===== config.mk =====
export PLATFORM = sky130hd
export DESIGN_NAME = bus_responder_flat
export DESIGN_NICKNAME = d
export VERILOG_FILES = /design/src/rtl/bus_responder_if.sv /design/src/rtl/bus_responder.sv /design/src/flat_wrapper.sv
export SDC_FILE = /design/constraint.sdc
export NUM_CORES = 1
export LEC_CHECK = 0
export CAP_MARGIN = 20
export CORE_MARGIN = 2
export CORE_UTILIZATION = 31
export CTS_CLUSTER_DIAMETER = 40
export DETAILED_ROUTE_END_ITERATION = 10
export PLACE_DENSITY = 0.84
export SYNTH_ARGS = -nofsm -noshare
export SYNTH_HDL_FRONTEND = slang
export SYNTH_SLANG_ARGS = --single-unit

===== constraint.sdc =====
create_clock -name clk_i -period 1.6 [get_ports clk_i]
set_input_delay 0.24 -clock clk_i [delete_from_list [all_inputs] [get_ports clk_i]]
set_output_delay 0.24 -clock clk_i [all_outputs]
set_load 0.01 [all_outputs]

===== src/rtl/bus_responder_if.sv =====
// rtl/bus_responder_if.sv - CPU bus, interrupt and boot-ROM signals of the bus responder
interface bus_responder_if;
  logic [15:0] a;
  logic [7:0]  d_in;
  logic [7:0]  d_out;
  logic        d_oe;
  logic        rd;
  logic        wr;
  logic        mmio_req;
  logic        ipl_req;
  logic [4:0]  periph_irq;
  logic [7:0]  cpu_irq_trig;
  logic [7:0]  cpu_irq_ack;
  logic        boot_off;

  modport slave (
    input  a, d_in, rd, wr, periph_irq, cpu_irq_ack,
    output d_out, d_oe, mmio_req, ipl_req, cpu_irq_trig, boot_off
  );

  modport master (
    output a, d_in, rd, wr, periph_irq, cpu_irq_ack,
    input  d_out, d_oe, mmio_req, ipl_req, cpu_irq_trig, boot_off
  );
endinterface


===== src/rtl/bus_responder.sv =====
// rtl/bus_responder.sv - address decode, IF register at 0xFF0F and sticky boot-ROM unmap at 0xFF50
module bus_responder (
  input logic            clk_i,
  input logic            rst_ni,
  bus_responder_if.slave bus
);
  logic [4:0] if_q, if_d;
  logic       boot_off_q, boot_off_d;
  logic       wr_prev_q;
  logic [4:0] irq_prev_q;

  logic       sel_if, sel_boot, wr_strobe;
  logic [4:0] irq_set, if_base;
  logic       unused_bits;

  always_comb begin
    sel_if    = (bus.a == 16'hFF0F);
    sel_boot  = (bus.a == 16'hFF50);
    wr_strobe = bus.wr & ~wr_prev_q;
    irq_set   = bus.periph_irq & ~irq_prev_q;
    // Set events are OR'd last so they beat both a CPU write and an acknowledge.
    if_base    = (wr_strobe && sel_if) ? bus.d_in[4:0] : if_q;
    if_d       = (if_base & ~bus.cpu_irq_ack[4:0]) | irq_set;
    boot_off_d = boot_off_q | (wr_strobe & sel_boot & bus.d_in[0]);
  end

  // Edge detectors reset high so lines already asserted at release stay silent.
  always_ff @(posedge clk_i or negedge rst_ni) begin
    if (!rst_ni) begin
      if_q       <= 5'h00;
      boot_off_q <= 1'b0;
      wr_prev_q  <= 1'b1;
      irq_prev_q <= 5'h1F;
    end else begin
      if_q       <= if_d;
      boot_off_q <= boot_off_d;
      wr_prev_q  <= bus.wr;
      irq_prev_q <= bus.periph_irq;
    end
  end

  always_comb begin
    bus.d_out = 8'hFF;
    if (sel_if)   bus.d_out = {3'b111, if_q};
    if (sel_boot) bus.d_out = {7'b1111111, boot_off_q};
  end

  assign bus.d_oe         = bus.rd & (sel_if | sel_boot);
  assign bus.mmio_req     = (bus.a[15:9] == 7'b1111111);
  assign bus.ipl_req      = (bus.a[15:8] == 8'h00) & ~boot_off_q;
  assign bus.cpu_irq_trig = {3'b000, if_q};
  assign bus.boot_off     = boot_off_q;
  assign unused_bits      = ^{bus.cpu_irq_ack[7:5], bus.d_in[7:5]};
endmodule


===== src/flat_wrapper.sv =====
// flat-port wrapper written by rule: the top's interface ports become plain ports
module bus_responder_flat 
  (clk_i, rst_ni, bus_a, bus_d_in, bus_rd, bus_wr, bus_periph_irq, bus_cpu_irq_ack, bus_d_out, bus_d_oe, bus_mmio_req, bus_ipl_req, bus_cpu_irq_trig, bus_boot_off);
  bus_responder_if bus_i ();
  input logic clk_i;
  input logic rst_ni;
  input wire logic [$bits(bus_i.a)-1:0] bus_a;
  input wire logic [$bits(bus_i.d_in)-1:0] bus_d_in;
  input wire logic [$bits(bus_i.rd)-1:0] bus_rd;
  input wire logic [$bits(bus_i.wr)-1:0] bus_wr;
  input wire logic [$bits(bus_i.periph_irq)-1:0] bus_periph_irq;
  input wire logic [$bits(bus_i.cpu_irq_ack)-1:0] bus_cpu_irq_ack;
  output wire logic [$bits(bus_i.d_out)-1:0] bus_d_out;
  output wire logic [$bits(bus_i.d_oe)-1:0] bus_d_oe;
  output wire logic [$bits(bus_i.mmio_req)-1:0] bus_mmio_req;
  output wire logic [$bits(bus_i.ipl_req)-1:0] bus_ipl_req;
  output wire logic [$bits(bus_i.cpu_irq_trig)-1:0] bus_cpu_irq_trig;
  output wire logic [$bits(bus_i.boot_off)-1:0] bus_boot_off;
  assign bus_i.a = bus_a;
  assign bus_i.d_in = bus_d_in;
  assign bus_i.rd = bus_rd;
  assign bus_i.wr = bus_wr;
  assign bus_i.periph_irq = bus_periph_irq;
  assign bus_i.cpu_irq_ack = bus_cpu_irq_ack;
  assign bus_d_out = bus_i.d_out;
  assign bus_d_oe = bus_i.d_oe;
  assign bus_mmio_req = bus_i.mmio_req;
  assign bus_ipl_req = bus_i.ipl_req;
  assign bus_cpu_irq_trig = bus_i.cpu_irq_trig;
  assign bus_boot_off = bus_i.boot_off;
  bus_responder u_core (.clk_i(clk_i), .rst_ni(rst_ni), .bus(bus_i));
endmodule

**After elaboration in Yosys (flattened, before gate mapping)**

Cells that the tools add are included.

- Output and inout port bits: 20
- Bits of input ports: 41
- Register bits after elaboration: 12
- Logic and storage cells: 26

- Reductions and logical operators: 2
- Multiplexer cells: 3
- Equality and inequality tests: 3
- Bitwise gates (word level): 14

Operators by type and width:

| operator | count |
|---|---|
| $eq 16x16->1 const B | 2 |
| $and 5x5->5 | 2 |
| $mux 5 | 2 |
| $not 5->5 | 2 |
| $logic_not 8->1 | 1 |
| $mux 8 | 1 |
| $eq 7x7->1 const B | 1 |
| $and 1x1->1 | 5 |
| $or 5x5->5 | 1 |
| $not 1->1 | 2 |
| $or 1x1->1 | 2 |
| $logic_and 1x1->1 | 1 |

**Logic depth before layout (Yosys ltp)**

- Depth after elaboration: 6
- Gate-level depth with buffers: 5
- Mapped depth without buffers: 4

**Worst setup path after synthesis**

No wires, ideal clock.

- Path type: input to output
- From: in bus_a[14]
- To: out bus_d_out[0]
- Slack: 0.242 ns
- Arrival time: 1.118 ns
- Stages: 5
- Data required time: 1.360 ns
- Path buffers: 1
- Cells stage by stage: nand4_2 -> nor4_4 -> buf_6 -> nand2_2 -> o22a_1

- Word-level cells in the longest chain between the ends: 3

RTL lines:

| element | line | text |
|---|---|---|
| start: declaration | flat_wrapper.sv:7 | `input wire logic [$bits(bus_i.a)-1:0] bus_a;` |
| $eq 16x16->1 | bus_responder.sv:17 | `sel_if = (bus.a == 16'hFF0F);` |
| $mux 5 | bus_responder.sv:44 | `if (sel_if) bus.d_out = {3'b111, if_q};` |
| $mux 8 * | bus_responder.sv:45 | `if (sel_boot) bus.d_out = {7'b1111111, boot_off_q};` |
| end: declaration | flat_wrapper.sv:13 | `output wire logic [$bits(bus_i.d_out)-1:0] bus_d_out;` |

Mark *: on every way between the ends. The rest lies on a longest branch, timed or not.

**Worst setup path in the final report**

- From: in bus_a[12]
- To: out bus_d_out[0]

The elaborated chain is that of the path after synthesis.

==> flow_metrics.tcl <==
set metrics [dict create \
    outcome "finished, final reports clean" \
    whs_ns 0.306 \
    dieArea_um2 2630 \
    worst_pin_slew_ns 0.528 \
    grt_pass1_vias 908 \
    syn_area_um2 694 \
    netlist_top_cells_area "dfstp_2, dfrtp_1, buf_4, nand2b_1, nand4b_1" \
    drt_wl_total_mm 2.45 \
    clock_latency_ns 0.27 \
    ant_nets 0 \
    drv_slew 0 \
    grt_pass1_wl_mm 4.00 \
    io-pin-count 61 \
    syn_inst 67 \
    cts_root_buf "clkbuf_4" \
    maxSlewHeadroom_pct 64.7 \
    crit_required_ns 1.36 \
    crit_path_start_kind "primary input" \
    skew_ns 0.00625 \
    rows 17 \
    vias_per_cell 4.93 \
    fmax_mhz 627 \
    cts_buffers 3 \
    setup.worst_path.class "in2out" \
    grt_usage_pct 20.3 \
    cts_tree "built" \
    yosys_register_bits 12 \
    clk_pin_slew_ns 0.08 \
    drc 0 \
    synth_top_area_share_pct 22.7 \
    h-tree-depth 1 \
    area_growth_pct 103 \
    detail_route.wl_per_cell_um 15.0 \
    die_width_um 51.3 \
    antenna_cells 0 \
    min_period_ns 1.60 \
    r2r_start "u_core.wr_prev_q" \
    fill_cells 179 \
    ys_seq_area_share_pct 44.3 \
    core-area_um2 2170 \
    vias 803 \
    crit_path_end_kind "output port" \
    yosys.area.top_type "dfstp_2" \
    peakVddDrop_uv 426 \
    timing.rr.end "u_core.if_q[3]" \
    r2r_cells 4 \
    power_w 0.000764 \
    gp_congestion 0.720 \
    drt_pass1_iterations 5 \
    dieHeight_um 51.3 \
    period_share_pct 99.7 \
    initial_core_util_pct 32.0 \
    hold_viol_final 0 \
    synth.distinct_cells 22 \
    drive_gt1_share_pct 47.4 \
    critPathArrivalTime_ns 1.36 \
    hold_path_class "in2async" \
    rsz0062_at_grt "yes" \
    nets 177 \
    grt_start_max_net_pins 13 \
    cts_buffer_depth 2 \
    synth-warning-count 0 \
    final_cell_count_no_fill 163 \
    regToRegSetupSlack_ns 0.11 \
    leakage_nw 0.582 \
    critPathMaxFanout 2 \
    setup_viol 0 \
    overflow 0 \
    clock-sinks 12 \
    dp_cells 149 \
    io_buffers 48 \
    first_iter_violations 11 \
    dp_hpwl_mm 1.71 \
    final_util_pct 64.9 \
    drv_cap 0 \
    synth_area_per_cell_um2 10.4 \
    antenna_found_initial 0 \
    p_per_area_nw_per_um2 543 \
]
power by group:
part / total (W) / switching [W] / internal (W)
Combinational: 0.000186 / 0.0000770 / 0.000109
Clock: 0.000242 / 0.000104 / 0.000138
Sequential: 0.000337 / 0.00000851 / 0.000328
area by class of cell:
class / count / area [um^2] / share of cell area (%)
Clock buffer: 4 / 36.3 / 2.58
Sequential cell: 12 / 308 / 21.9
Inverter: 7 / 26.3 / 1.87
Multi-Input combinational cell: 45 / 404 / 28.7
Timing Repair Buffer: 67 / 598 / 42.5
Tap cell: 28 / 35.0 / 2.49
kinds of logic (layout without fill, tap and decap cells):
kind of cell | after synthesis | in the layout | synth area share (%)
buf+inv | 14 | 78 | 11.9
simple gates | 31 | 31 | 33.0
other cells | 2 | 6 | 1.08
compound gates | 8 | 8 | 9.73
flops | 12 | 12 | 44.3
cells in the mapped netlist:
library cell and n:
inv_1 7, nand2b_1 7, buf_4 6, dfrtp_1 6
dfstp_2 6, nand3_1 5, nand4b_1 5, o311ai_0 5
nor4_1 3, conb_1 2, nand4_1 2, nor2_1 2
nor4_4 2, a21boi_1 1, and2_2 1, buf_6 1
nand2_1 1, nand2_2 1, nand4_2 1, nor3_1 1
o22a_1 1, o31ai_1 1
timing repair:
action | in CTS | in global routing
hold buffers | 0 | 0
setup endpoints to repair | 10 | 9
pin swaps | 7 | 9
gates resized for setup | 85 | 27
hold endpoints to repair | 0 | 0
buffers inserted | 11 | 2
cells in the final DEF, fill, tap and decap left out, drive strengths merged:
cell type | Yosys | final
o311ai | 5 | 5
nand4 | 3 | 3
nor2 | 2 | 2
o31ai | 1 | 1
nand2 | 2 | 2
clkdlybuf4s15 | 0 | 2
nand4b | 5 | 5
conb | 2 | 6
buf | 7 | 36
and2 | 1 | 1
dfstp | 6 | 6
nand3 | 5 | 5
clkdlybuf4s50 | 0 | 25
clkbuf | 0 | 6
o22a | 1 | 1
dlygate4sd2 | 0 | 2
inv | 7 | 7
a21boi | 1 | 1
nand2b | 7 | 7
nor3 | 1 | 1
nor4 | 5 | 5
dfrtp | 6 | 6
worst max-delay path: stages:
cell,delay [ns]
buf_8,0.08
nand4_4,0.11
nor4_4,0.30
nand4_1,0.17
buf_4,0.18
o22a_1,0.14
buf_2,0.13
worst max path at each step:
stage | startpoint | endpoint | slack (ns) | cells after the start
2_1_floorplan | bus_a[14] | bus_d_out[0] | 0.24 | 5
3_3_place_gp | bus_a[14] | bus_d_oe | -0.73 | 7
3_5_place_dp | bus_a[14] | bus_d_oe | -0.79 | 7
4_1_cts | bus_a[7] | bus_d_out[0] | -0.02 | 8
5_1_grt | bus_a[12] | bus_d_out[0] | -0.08 | 7
6_report | bus_a[12] | bus_d_out[0] | 0.005 | 7
sequential cells by signal, summed over array words and instances, names as in the netlist:
| name | count |
|---|---|
| u_core.bus.boot_off | 1 |
| u_core.if_q | 5 |
| u_core.irq_prev_q | 5 |
| u_core.wr_prev_q | 1 |
routing by layer:
| layer | track usage, % | vias up | share of wire [%] |
|---|---|---|---|
| met1 | 21.8 | 395 | 38 |
| met2 | 35.9 | 36 | 53 |
| met5 | 0 | - | 0 |
| met4 | 8.77 | 0 | 0.57 |
| li1 | - | 370 | - |
| met3 | 6.73 | 2 | 8.6 |
through the flow:
stage | instance area (um^2) | TNS (ns) | setup slack, ns
global placement | 1240 | -5.97 | -0.729
finish | 1410 | 0 | 0.00466
floorplan | 709 | 0 | 0.242
global route | 1410 | -0.133 | -0.0781
detailed placement | 1240 | -6.79 | -0.791
CTS | 1390 | -0.0299 | -0.0184
Power figures use the tool's default switching activity.
